### config.mk
export PLATFORM = sky130hd
export DESIGN_NAME = afifo_wr_arbiter
export DESIGN_NICKNAME = d
export VERILOG_FILES = /design/src/rtl/afifo_wr_arbiter.sv
export SDC_FILE = /design/constraint.sdc
export NUM_CORES = 1
export LEC_CHECK = 0
export CORE_UTILIZATION = 40
export CTS_BUF_LIST = sky130_fd_sc_hd__clkbuf_8
export CTS_CLUSTER_SIZE = 30
export DETAILED_ROUTE_END_ITERATION = 10
export GPL_TIMING_DRIVEN = 1
export PLACE_DENSITY = 0.95
export REMOVE_ABC_BUFFERS = 1
export SETUP_SLACK_MARGIN = 0.5
export SYNTH_ARGS = -nofsm -noshare
export SYNTH_HDL_FRONTEND = slang
export SYNTH_SLANG_ARGS = --single-unit
### constraint.sdc
create_clock -name clk -period 10.6 [get_ports clk]
set_input_delay 2.12 -clock clk [delete_from_list [all_inputs] [get_ports clk]]
set_output_delay 2.12 -clock clk [all_outputs]
set_load 0.02 [all_outputs]
### src/rtl/afifo_wr_arbiter.sv
// Async FIFO write-side controller: round-robin arbitration across NREQ requesters, write pointer and full/free tracking.
// Optional packet lock is enabled by defining AFIFO_WR_ARB_PKT_LOCK_EN, which adds the req_last input.
module afifo_wr_arbiter #(
    parameter int NREQ     = 4,
    parameter int DATA_W   = 32,
    parameter int ADDR_W   = 4,
    parameter int SYNC_STG = 2
) (
    input  logic                     clk,
    input  logic                     rst,
    input  logic [NREQ-1:0]          req_valid,
    input  logic [NREQ*DATA_W-1:0]   req_data,
`ifdef AFIFO_WR_ARB_PKT_LOCK_EN
    input  logic [NREQ-1:0]          req_last,
`endif
    output logic [NREQ-1:0]          req_ready,
    input  logic [ADDR_W:0]          rd_gray,
    output logic [ADDR_W:0]          wr_gray,
    output logic                     mem_we,
    output logic [ADDR_W-1:0]        mem_waddr,
    output logic [DATA_W-1:0]        mem_wdata,
    output logic                     full,
    output logic [ADDR_W:0]          free_cnt,
    output logic [$clog2(NREQ)-1:0]  grant_id
);
    localparam int PW  = ADDR_W + 1;
    localparam int IDW = $clog2(NREQ);
    localparam logic [PW-1:0] DEPTH = PW'(1) << ADDR_W;

    function automatic logic [PW-1:0] gray2bin(input logic [PW-1:0] g);
        logic [PW-1:0] b;
        b[PW-1] = g[PW-1];
        for (int i = PW - 2; i >= 0; i--) b[i] = b[i+1] ^ g[i];
        return b;
    endfunction

    logic [SYNC_STG-1:0][PW-1:0] rd_sync_q;
    logic [PW-1:0]     wr_bin_q, wr_bin_d, wr_gray_q, rd_bin, used;
    logic [IDW-1:0]    last_grant_q, grant_id_q, winner;
    logic              mem_we_q, found, accept;
    logic [ADDR_W-1:0] mem_waddr_q;
    logic [DATA_W-1:0] mem_wdata_q;
`ifdef AFIFO_WR_ARB_PKT_LOCK_EN
    logic              lock_q;
`endif

    // Occupancy is measured against a possibly stale read pointer, so it can only overstate.
    assign rd_bin   = gray2bin(rd_sync_q[SYNC_STG-1]);
    assign used     = wr_bin_q - rd_bin;
    assign free_cnt = DEPTH - used;
    assign full     = (free_cnt == '0);
    assign wr_bin_d = wr_bin_q + 1'b1;

    always_comb begin
        found  = 1'b0;
        winner = last_grant_q;
        for (int k = 1; k <= NREQ; k++) begin
            logic [IDW-1:0] idx;
            idx = IDW'((int'(last_grant_q) + k) % NREQ);
            if (!found && req_valid[idx]) begin
                found  = 1'b1;
                winner = idx;
            end
        end
`ifdef AFIFO_WR_ARB_PKT_LOCK_EN
        if (lock_q) begin
            found  = req_valid[last_grant_q];
            winner = last_grant_q;
        end
`endif
    end

    assign accept    = found && !full;
    assign req_ready = accept ? (NREQ'(1) << winner) : '0;

    always_ff @(posedge clk) begin
        if (rst) begin
            rd_sync_q    <= '0;
            wr_bin_q     <= '0;
            wr_gray_q    <= '0;
            last_grant_q <= IDW'(NREQ - 1);
            grant_id_q   <= '0;
            mem_we_q     <= 1'b0;
            mem_waddr_q  <= '0;
            mem_wdata_q  <= '0;
`ifdef AFIFO_WR_ARB_PKT_LOCK_EN
            lock_q       <= 1'b0;
`endif
        end else begin
            rd_sync_q <= {rd_sync_q[SYNC_STG-2:0], rd_gray};
            // Gray follows binary by one edge so it publishes only slots the RAM already holds.
            wr_gray_q <= wr_bin_q ^ (wr_bin_q >> 1);
            mem_we_q  <= accept;
            if (accept) begin
                wr_bin_q     <= wr_bin_d;
                last_grant_q <= winner;
                grant_id_q   <= winner;
                mem_waddr_q  <= wr_bin_q[ADDR_W-1:0];
                mem_wdata_q  <= req_data[int'(winner)*DATA_W +: DATA_W];
`ifdef AFIFO_WR_ARB_PKT_LOCK_EN
                lock_q       <= !req_last[winner];
`endif
            end
        end
    end

    assign wr_gray   = wr_gray_q;
    assign mem_we    = mem_we_q;
    assign mem_waddr = mem_waddr_q;
    assign mem_wdata = mem_wdata_q;
    assign grant_id  = grant_id_q;
endmodule

=== Yosys cells after proc, flatten, opt, wreduce, memory -nomap -nowiden ===
Index checks and enable logic that the tools add are counted.

* RAM bits: 0
* Output and inout port bits: 54
* ROM bits: 0
* Memories kept: 0
* Bits in latches: 0
* Register bits after elaboration: 61
* Input port bits: 139

* Reductions and logical operators: 9
* Div/mod/pow operators: 0
* Order comparisons: 4
* Shift-type cells: 2
* Muxes and demuxes: 17
* Multiply operators: 0
* Bitwise gates (word level): 5
* Equal/unequal tests: 0
* Add/subtract/negate cells: 7

{| class="wikitable"
|+ Operators with widths
! kind !! count
|-
| 128-bit by 8-bit indexed part select with 32-bit output || 1
|-
| 2-bit by 3-bit < comparator with 1-bit output, second input constant || 4
|-
| 1-bit binary-select mux with 2-bit select || 4
|-
| 1-bit 2-to-1 mux || 8
|-
| 2-bit 2-to-1 mux || 4
|-
| 5-bit by 1-bit adder with 5-bit output, second input constant || 1
|-
| 5-bit zero test || 1
|-
| 5-bit subtractor || 1
|-
| 5-bit subtractor, first input constant || 1
|-
| 5-bit by 4-bit XOR with 5-bit output || 1
|-
| 2-bit by 1-bit adder with 2-bit output, second input constant || 2
|-
| 2-bit adder, second input constant || 2
|-
| 1-bit logical AND || 4
|-
| 1-bit zero test || 4
|-
| 4-bit 2-to-1 mux || 1
|-
| 1-bit by 2-bit left shift with 4-bit output, first input constant || 1
|-
| 1-bit XOR || 4
|}

=== Depth between registers and ports, before layout ===
* Word-level depth: 15
* Gate-level depth with buffers: 16

=== Least setup slack after synthesis ===
Ideal clock, no wire load.

* Kind: in2out
* From: input port req_valid[3]
* To: output port req_ready[1]
* Data arrival time: 3.471 ns
* Slack: 5.009 ns
* Required time: 8.480 ns
* Stages on the path: 6
* Cell sequence: nor2b_1 > o21ai_1 > nand2_1 > clkbuf_1 > clkbuf_1 > nor3_1

* Longest elaborated chain between the ends: 14
* Elaborated cells on any way between the ends: 25
* Classes of those cells: shift: 1; mux: 17; reduce/logical: 7

{| class="wikitable"
|+ Ends and longest elaborated chain
! element !! RTL line !! text
|-
| from (decl) || 11 || <nowiki>input logic [NREQ-1:0] req_valid,</nowiki>
|-
| 1-bit binary-select mux with 2-bit select || 60 || <nowiki>if (!found && req_valid[idx]) begin</nowiki>
|-
| 1-bit 2-to-1 mux (not written as such) || 60 ||
|-
| 1-bit 2-to-1 mux || 60 ||
|-
| 1-bit zero test || 60 ||
|-
| 1-bit logical AND || 60 ||
|-
| 1-bit 2-to-1 mux || 60 ||
|-
| 1-bit zero test || 60 ||
|-
| 1-bit logical AND || 60 ||
|-
| 1-bit 2-to-1 mux || 60 ||
|-
| 1-bit zero test || 60 ||
|-
| 1-bit logical AND || 60 ||
|-
| 2-bit 2-to-1 mux or 1-bit 2-to-1 mux (tied branches) || 60 ||
|-
| 1-bit by 2-bit left shift with 4-bit output or 1-bit logical AND (tied branches) || 74, 73 ||
|-
| 4-bit 2-to-1 mux (*) || 74 || <nowiki>assign req_ready = accept ? (NREQ'(1) << winner) : '0;</nowiki>
|-
| to (decl) || 16 || <nowiki>output logic [NREQ-1:0] req_ready,</nowiki>
|}

Mark *: on every way between the ends. The rest lies on a longest branch, timed or not. The select of a mux whose other input is x is not followed.

=== Worst setup path in the final report ===
* From: input port req_valid[3]
* To: output port req_ready[0]

Same word-level chain as after synthesis.

==> results.md <==
* Gp weighted congestion at 0.878
* Clock Skew at 0.00823 ns
* Slew headroom at between 10% and 20%
* Antenna fix cells at 0
* Sw frac at around 37%
* DPL Wire Length at 8320 um
* Fill cells at approximately 640
* Post-synth EDFFs at 0
* Startpoint Class: input pin
* Nets at 699
* Hold slack at 0.434 ns
* Multiplexer share of the synthesized area at less than 1%
* Async S/R FF share, synth at 0%
* Setup TNS at 0 ns
* Vias in the first global route at 3,939
* PortBufs at approximately 190
* Largest family of logic cells by synthesized area: compound AO/OA/AOI/OAI gates
* Critical path fanouts, max at 67
* H-tree depth at 3
* CP Data Required Time at between 8 and 9 ns
* Initial drt markers at 159
* R2R cell count at 16
* Clk buf depth at 2
* Peak supply drop at 0.0999 mV
* Synthesized area per cell at ~9 um2
* DRC at 0
* Max Cap Viol at 0
* Final Cycle Share at 77.7%
* Setup violations, final at 0
* CP Capture Type: output port
* IO Pins at 193
* Post-synth top area cell: dfxtp_1
* Hold Crit Depth at 1
* Skew-Pair Late Insertion Delay at 0.33 ns
* Syn Std Cell Area at about 0.0035 mm2
* Share of the synthesized area in the top cell type at 35.3%
* RSZ-0062 raised after global routing: false
* Via density per instance at roughly 6
* Setup WS pre-CTS at 2.40 ns
* Ys Warns at 0
* Final Hold Fails at 0
* Commonest non-fill, non-tap cells in the layout: 192 x clkdlybuf4s50_1, 65 x and3_1, 64 x a211o_1
* DR vias at 3,871
* Post-Syn Instances at 381
* Routed Antenna Nets at 0
* Clock power frac at 21.0%
* Die span in y at about 95 um
* Reg2reg setup slack at approximately 6.4 ns
* Hold Path End: rd_bin[4]$_SDFF_PP0_
* Sequential Power Share at between 20% and 30%
* First-pass GRT wire length at roughly 18,000 um
* CTS Sinks at 61
* Main synth FF type: dfxtp_1
* Gate power share at between 50% and 60%
* Simple-gate share of the synthesized area at between 20% and 30%
* Tightest Pin Transition at around 1.3 ns
* Register Area at 0.00122 mm2
* Hold Path Class: reg2reg
* Synth Register Bits at 61
* Die Wd at ~95 um
* Gr usage total at around a quarter
* Final WL at 11,900 um
* Rows at 33
* Pwr Density at 207 mW/mm2
* Highest clock rate at between 100 and 150 MHz
* Net switching power at 0.000427 W
* Clock Root Buffer: clkbuf_8
* Largest net degree at the start of global routing at 68
* Leading cell type in the layout, fill and taps excluded: clkdlybuf4s50_1
* Leak pwr at 2.38 nW
* Worst R2R End: mem_wdata[19]$_SDFFE_PP0P_
* Syn-to-layout area delta at 63.2%
* Initial Util at between 40% and 50%
* Post-CTS Setup Inserts at 0
* Hold_sp: rd_sync_q[4]$_SDFF_PP0_
* Grt ovf at 0
* Post-Synth Adder-Cell Area at roughly 4.2%
* Setup ws final at roughly 2.4 ns
* Post-synthesis compound-gate area fraction at 29.5%
* Cell-internal power at roughly 0.00074 W
* Hold-fix buffers, CTS at 0
* Outcome: finished, final reports clean
* Library cells used by synthesis at 35
* Routed WL per cell at 18.0 um
* Critical path class: in2out
* Total CTS buffers at 9
* Top cells by area, synth: dfxtp_1 35%, a211o_1 16%, and3_1 12%
* Area of the multi-input gates at just over 0.002 mm2
* Core area at 0.00830 mm2
* Post-Route Utilization at 67.9%
* Part of the Yosys area used for sequential elements at between 30 and 40%
* Worst EP arrival at 6.12 ns
* Number of detailed-route iterations in the first pass at 7
* Post_cts resized at 0
* Clock-pin slew on the worst setup and hold paths at roughly 0.07 ns
* Period minus WS final at 8.24 ns
* Slew Limit Fails at 0
* Synth Area in XOR/XNOR at 2.17%
* Die area at 0.00901 mm2
* CTS tree: done
* Initial antenna violation count at 0
* Share of cells above drive strength 1 at under 10%
* R2R Path Start: rd_bin[4]$_SDFF_PP0_
## sequential cells by signal, indices dropped and copies added, names as in the netlist
name          count
wr_bin_q          5
grant_id          2
rd_sync_q         9
last_grant_q      2
mem_wdata        32
rd_bin            1
mem_we            1
mem_waddr         4
wr_gray           5
## worst max path at each step
stage | start | to | slack (ns)
floorplan | req_valid[3] | req_ready[0] | 2.44
global placement | req_valid[3] | req_ready[1] | 2.71
detailed placement | req_valid[3] | req_ready[0] | 2.40
CTS | req_valid[3] | req_ready[0] | 2.38
global route | req_valid[3] | req_ready[0] | 2.04
finish | req_valid[3] | req_ready[0] | 2.36
## synth_stat cells, types with 2 or more instances
cell and instances:
a211o_1 64, a21oi_1 13, a32o_1 32, and3_1 65
buf_2 3, buf_6 3, clkbuf_1 34, dfxtp_1 61
ha_1 10, inv_1 12, mux2i_1 2, nand2_1 9
nand2b_1 2, nand3_1 8, nor2_1 9, nor2b_1 16
nor3_1 7, o21ai_1 10, xnor2_1 2, xor2_1 4
## layout make-up
| cell class | count | share of cell area [%] |
|---|---|---|
| multi-input combinational | 267 | 36.1 |
| timing repair buffer | 197 | 34.8 |
| clock inverter | 3 | 1.15 |
| tap | 105 | 2.33 |
| clock buffer | 13 | 3.17 |
| sequential | 61 | 21.7 |
| inverter | 13 | 0.866 |
## critical path, cell delays in order
cell	delay, ns
clkdlybuf4s50_1	0.50
nor2b_1	0.22
o21ai_4	1.00
nand2_2	1.06
nor3_1	0.52
clkdlybuf4s50_1	0.68
## logic make-up after synthesis
group | count (synthesis)
and+or+nand+nor | 124
AOI/OAI and AO/OA | 122
DFF | 61
buffers and inverters | 53
adders and majority gates | 11
xor gates and xnor gates | 7
muxes | 3
## power groups by stage
stage                     clock network (W)  logic, W  registers [W]
final                              0.000245  0.000602       0.000319
after global routing               0.000262  0.000645       0.000325
after CTS                          0.000250  0.000602       0.000318
after detailed placement                  0  0.000599       0.000323
after global placement                    0  0.000575       0.000320
after floorplan                           0  0.000280       0.000373
## metrics by stage
step,power (W),instances,area [um2]
final,0.00117,659,5640
after global routing,0.00123,659,5640
after CTS,0.00117,659,5640
after detailed placement,0.000921,643,5390
after global placement,0.000895,643,5390
after floorplan,0.000653,341,3280
## routing by layer
metal / up-vias / share of wire, % / GRT usage (%) / wire length [um]
met4: 0 / 3.5 / 16.3 / 420
met2: 205 / 52 / 45.0 / 6160
met3: 39 / 7.4 / 7.09 / 876
li1: 1797 / - / - / -
met5: - / 0 / 0 / 0
met1: 1830 / 37 / 28.8 / 4420
Note: power is estimated with default switching activity, not from simulation.
==> patch, RTL diff (config.mk and constraints unchanged) <==
Build with the macro `AFIFO_WR_ARB_PKT_LOCK_EN` defined.
--- a/src/rtl/afifo_wr_arbiter.sv
+++ b/src/rtl/afifo_wr_arbiter.sv
@@ -1,5 +1,7 @@
 // Async FIFO write-side controller: round-robin arbitration across NREQ requesters, write pointer and full/free tracking.
 // Optional packet lock is enabled by defining AFIFO_WR_ARB_PKT_LOCK_EN, which adds the req_last input.
+`define AFIFO_WR_ARB_PKT_LOCK_EN
+
 module afifo_wr_arbiter #(
     parameter int NREQ     = 4,
     parameter int DATA_W   = 32,
Interface: changed (added req_last); port bits go from 193 to 197. No check against the original RTL was run, so the function may have changed too.
==> patch against the original RTL <==
Via count shrank 12%. Non-clock buffer count grew 3. Synthesized area grew 5.4%. Clock skew is essentially flat. Setup slack gained 900 ps. Sequential cell count grew 1. Sequential share of layout area shrank 0.58 points. Wire length shrank 15%. Final area grew 4.4%. Hold slack gained 7.4 ps. Global-route usage shrank 4.8 points. Power grew 29%. Critical endpoint is now req_ready[1]. Largest cell class unchanged.
==> patch: results (changes against the original RTL) <==
layout cells sized above 1 10.89% (+5.7 points); grt met2 use 40.02% (-5.0 points); proportion of synthesized chip area in sequential cells 34.09% (-1.3 points); Hold Path Origin rd_sync_q[3]; delay of the slowest critical-path stage 670 ps (-390 ps); result of the run completed; Worst VDD drop 0.0001460 V (+46%); static leakage 2.369 nW (-0.60%); met1 track utilization from global routing 22.96% (-5.8 points); worst hold slack after final layout 441.2 ps (+7.368 ps); setup slack on the worst flop-to-flop path 6310 ps (-90 ps); Post-layout nets 709 (+1.4%); final clock skew 8.258 ps (+0.02698 ps); area of all placed cells without fillers 5888 um2 (+4.4%); area post-placement 5618 um2 (+4.2%); via count of the first global-routing pass 3504 (-11%); Overall Global Routing Usage 21.51% (-4.8 points); drt initial violations 74 (-53%); worst-path cell with the longest stage delay sky130_fd_sc_hd__clkdlybuf4s50_1; arrival time of data at the critical path endpoint 5210 ps (-910 ps); Via density 5.109 (-13%); detailed-routing iteration count for the pre-antenna-repair pass 4 (-3); Final Instance Count excl. Fillers 668 (+1.4%); placed instance count 652 (+1.4%); number of instances in the synthesized netlist 373 (-2.1%); commonest cells in the netlist 68 x sky130_fd_sc_hd__mux2i_1, 62 x sky130_fd_sc_hd__dfxtp_1, 34 x sky130_fd_sc_hd__mux2_2; average wire per cell in the routed design 15.16 um (-16%); main area contributors after synthesis sky130_fd_sc_hd__dfxtp_1 34%, sky130_fd_sc_hd__mux2i_1 19%, sky130_fd_sc_hd__mux2_2 11%; HPWL after DPL 7792 um (-6.3%); worst reg-to-reg path cell count 15 (-1)
## patch: changes by cell type after synthesis, sizes merged, moves of 5 or more
cell / unedited run / this run
mux2i: 2 / 68
and3: 66 / 0
a32o: 32 / 0
nand3: 8 / 1
nand2: 9 / 16
nor3: 8 / 2
o21ai: 11 / 33
nor2: 9 / 14
nand3b: 0 / 33
mux2: 1 / 34
clkbuf: 34 / 19
a211o: 64 / 0
## patch: worst max-delay path by stage
stage / start / end / cells past startpoint
floorplan: req_valid[1] / req_ready[3] / 4
global placement: req_valid[3] / req_ready[1] / 7
detailed placement: req_valid[3] / req_ready[1] / 7
CTS: req_valid[3] / req_ready[1] / 7
global route: req_valid[0] / req_ready[1] / 7
finish: req_valid[1] / req_ready[1] / 7
## patch: cells by family after synthesis
kind of cell               after synthesis  synth area share (%)
and+or+nand+nor                         92                 15.15
DFF                                     62                 34.09
muxes                                  104                 30.55
adders and majority gates               11                 3.986
buffers and inverters                   40                 5.326
xor gates and xnor gates                10                 2.405
AOI/OAI and AO/OA                       54                 8.488
## patch: where the power goes
part           internal [mW]  leakage [nW]  switching [mW]  total, mW
Clock                  0.181         0.134          0.0953      0.276
Combinational          0.445          1.72           0.437      0.882
Sequential             0.302         0.513          0.0478      0.350
## patch: cell type report
type | count | area share (%)
multi-input combinational | 271 | 37.59
tap | 108 | 2.295
inverter | 11 | 0.7012
sequential | 62 | 21.08
timing repair buffer | 200 | 33.74
clock inverter | 7 | 2.486
clock buffer | 9 | 2.104
## patch: routing by layer
layer  share of wire [%]  vias up
met4                 2.1        0
met2                  52      131
li1                    -     1677
met1                  39     1587
met5                   0        -
met3                 6.8       18
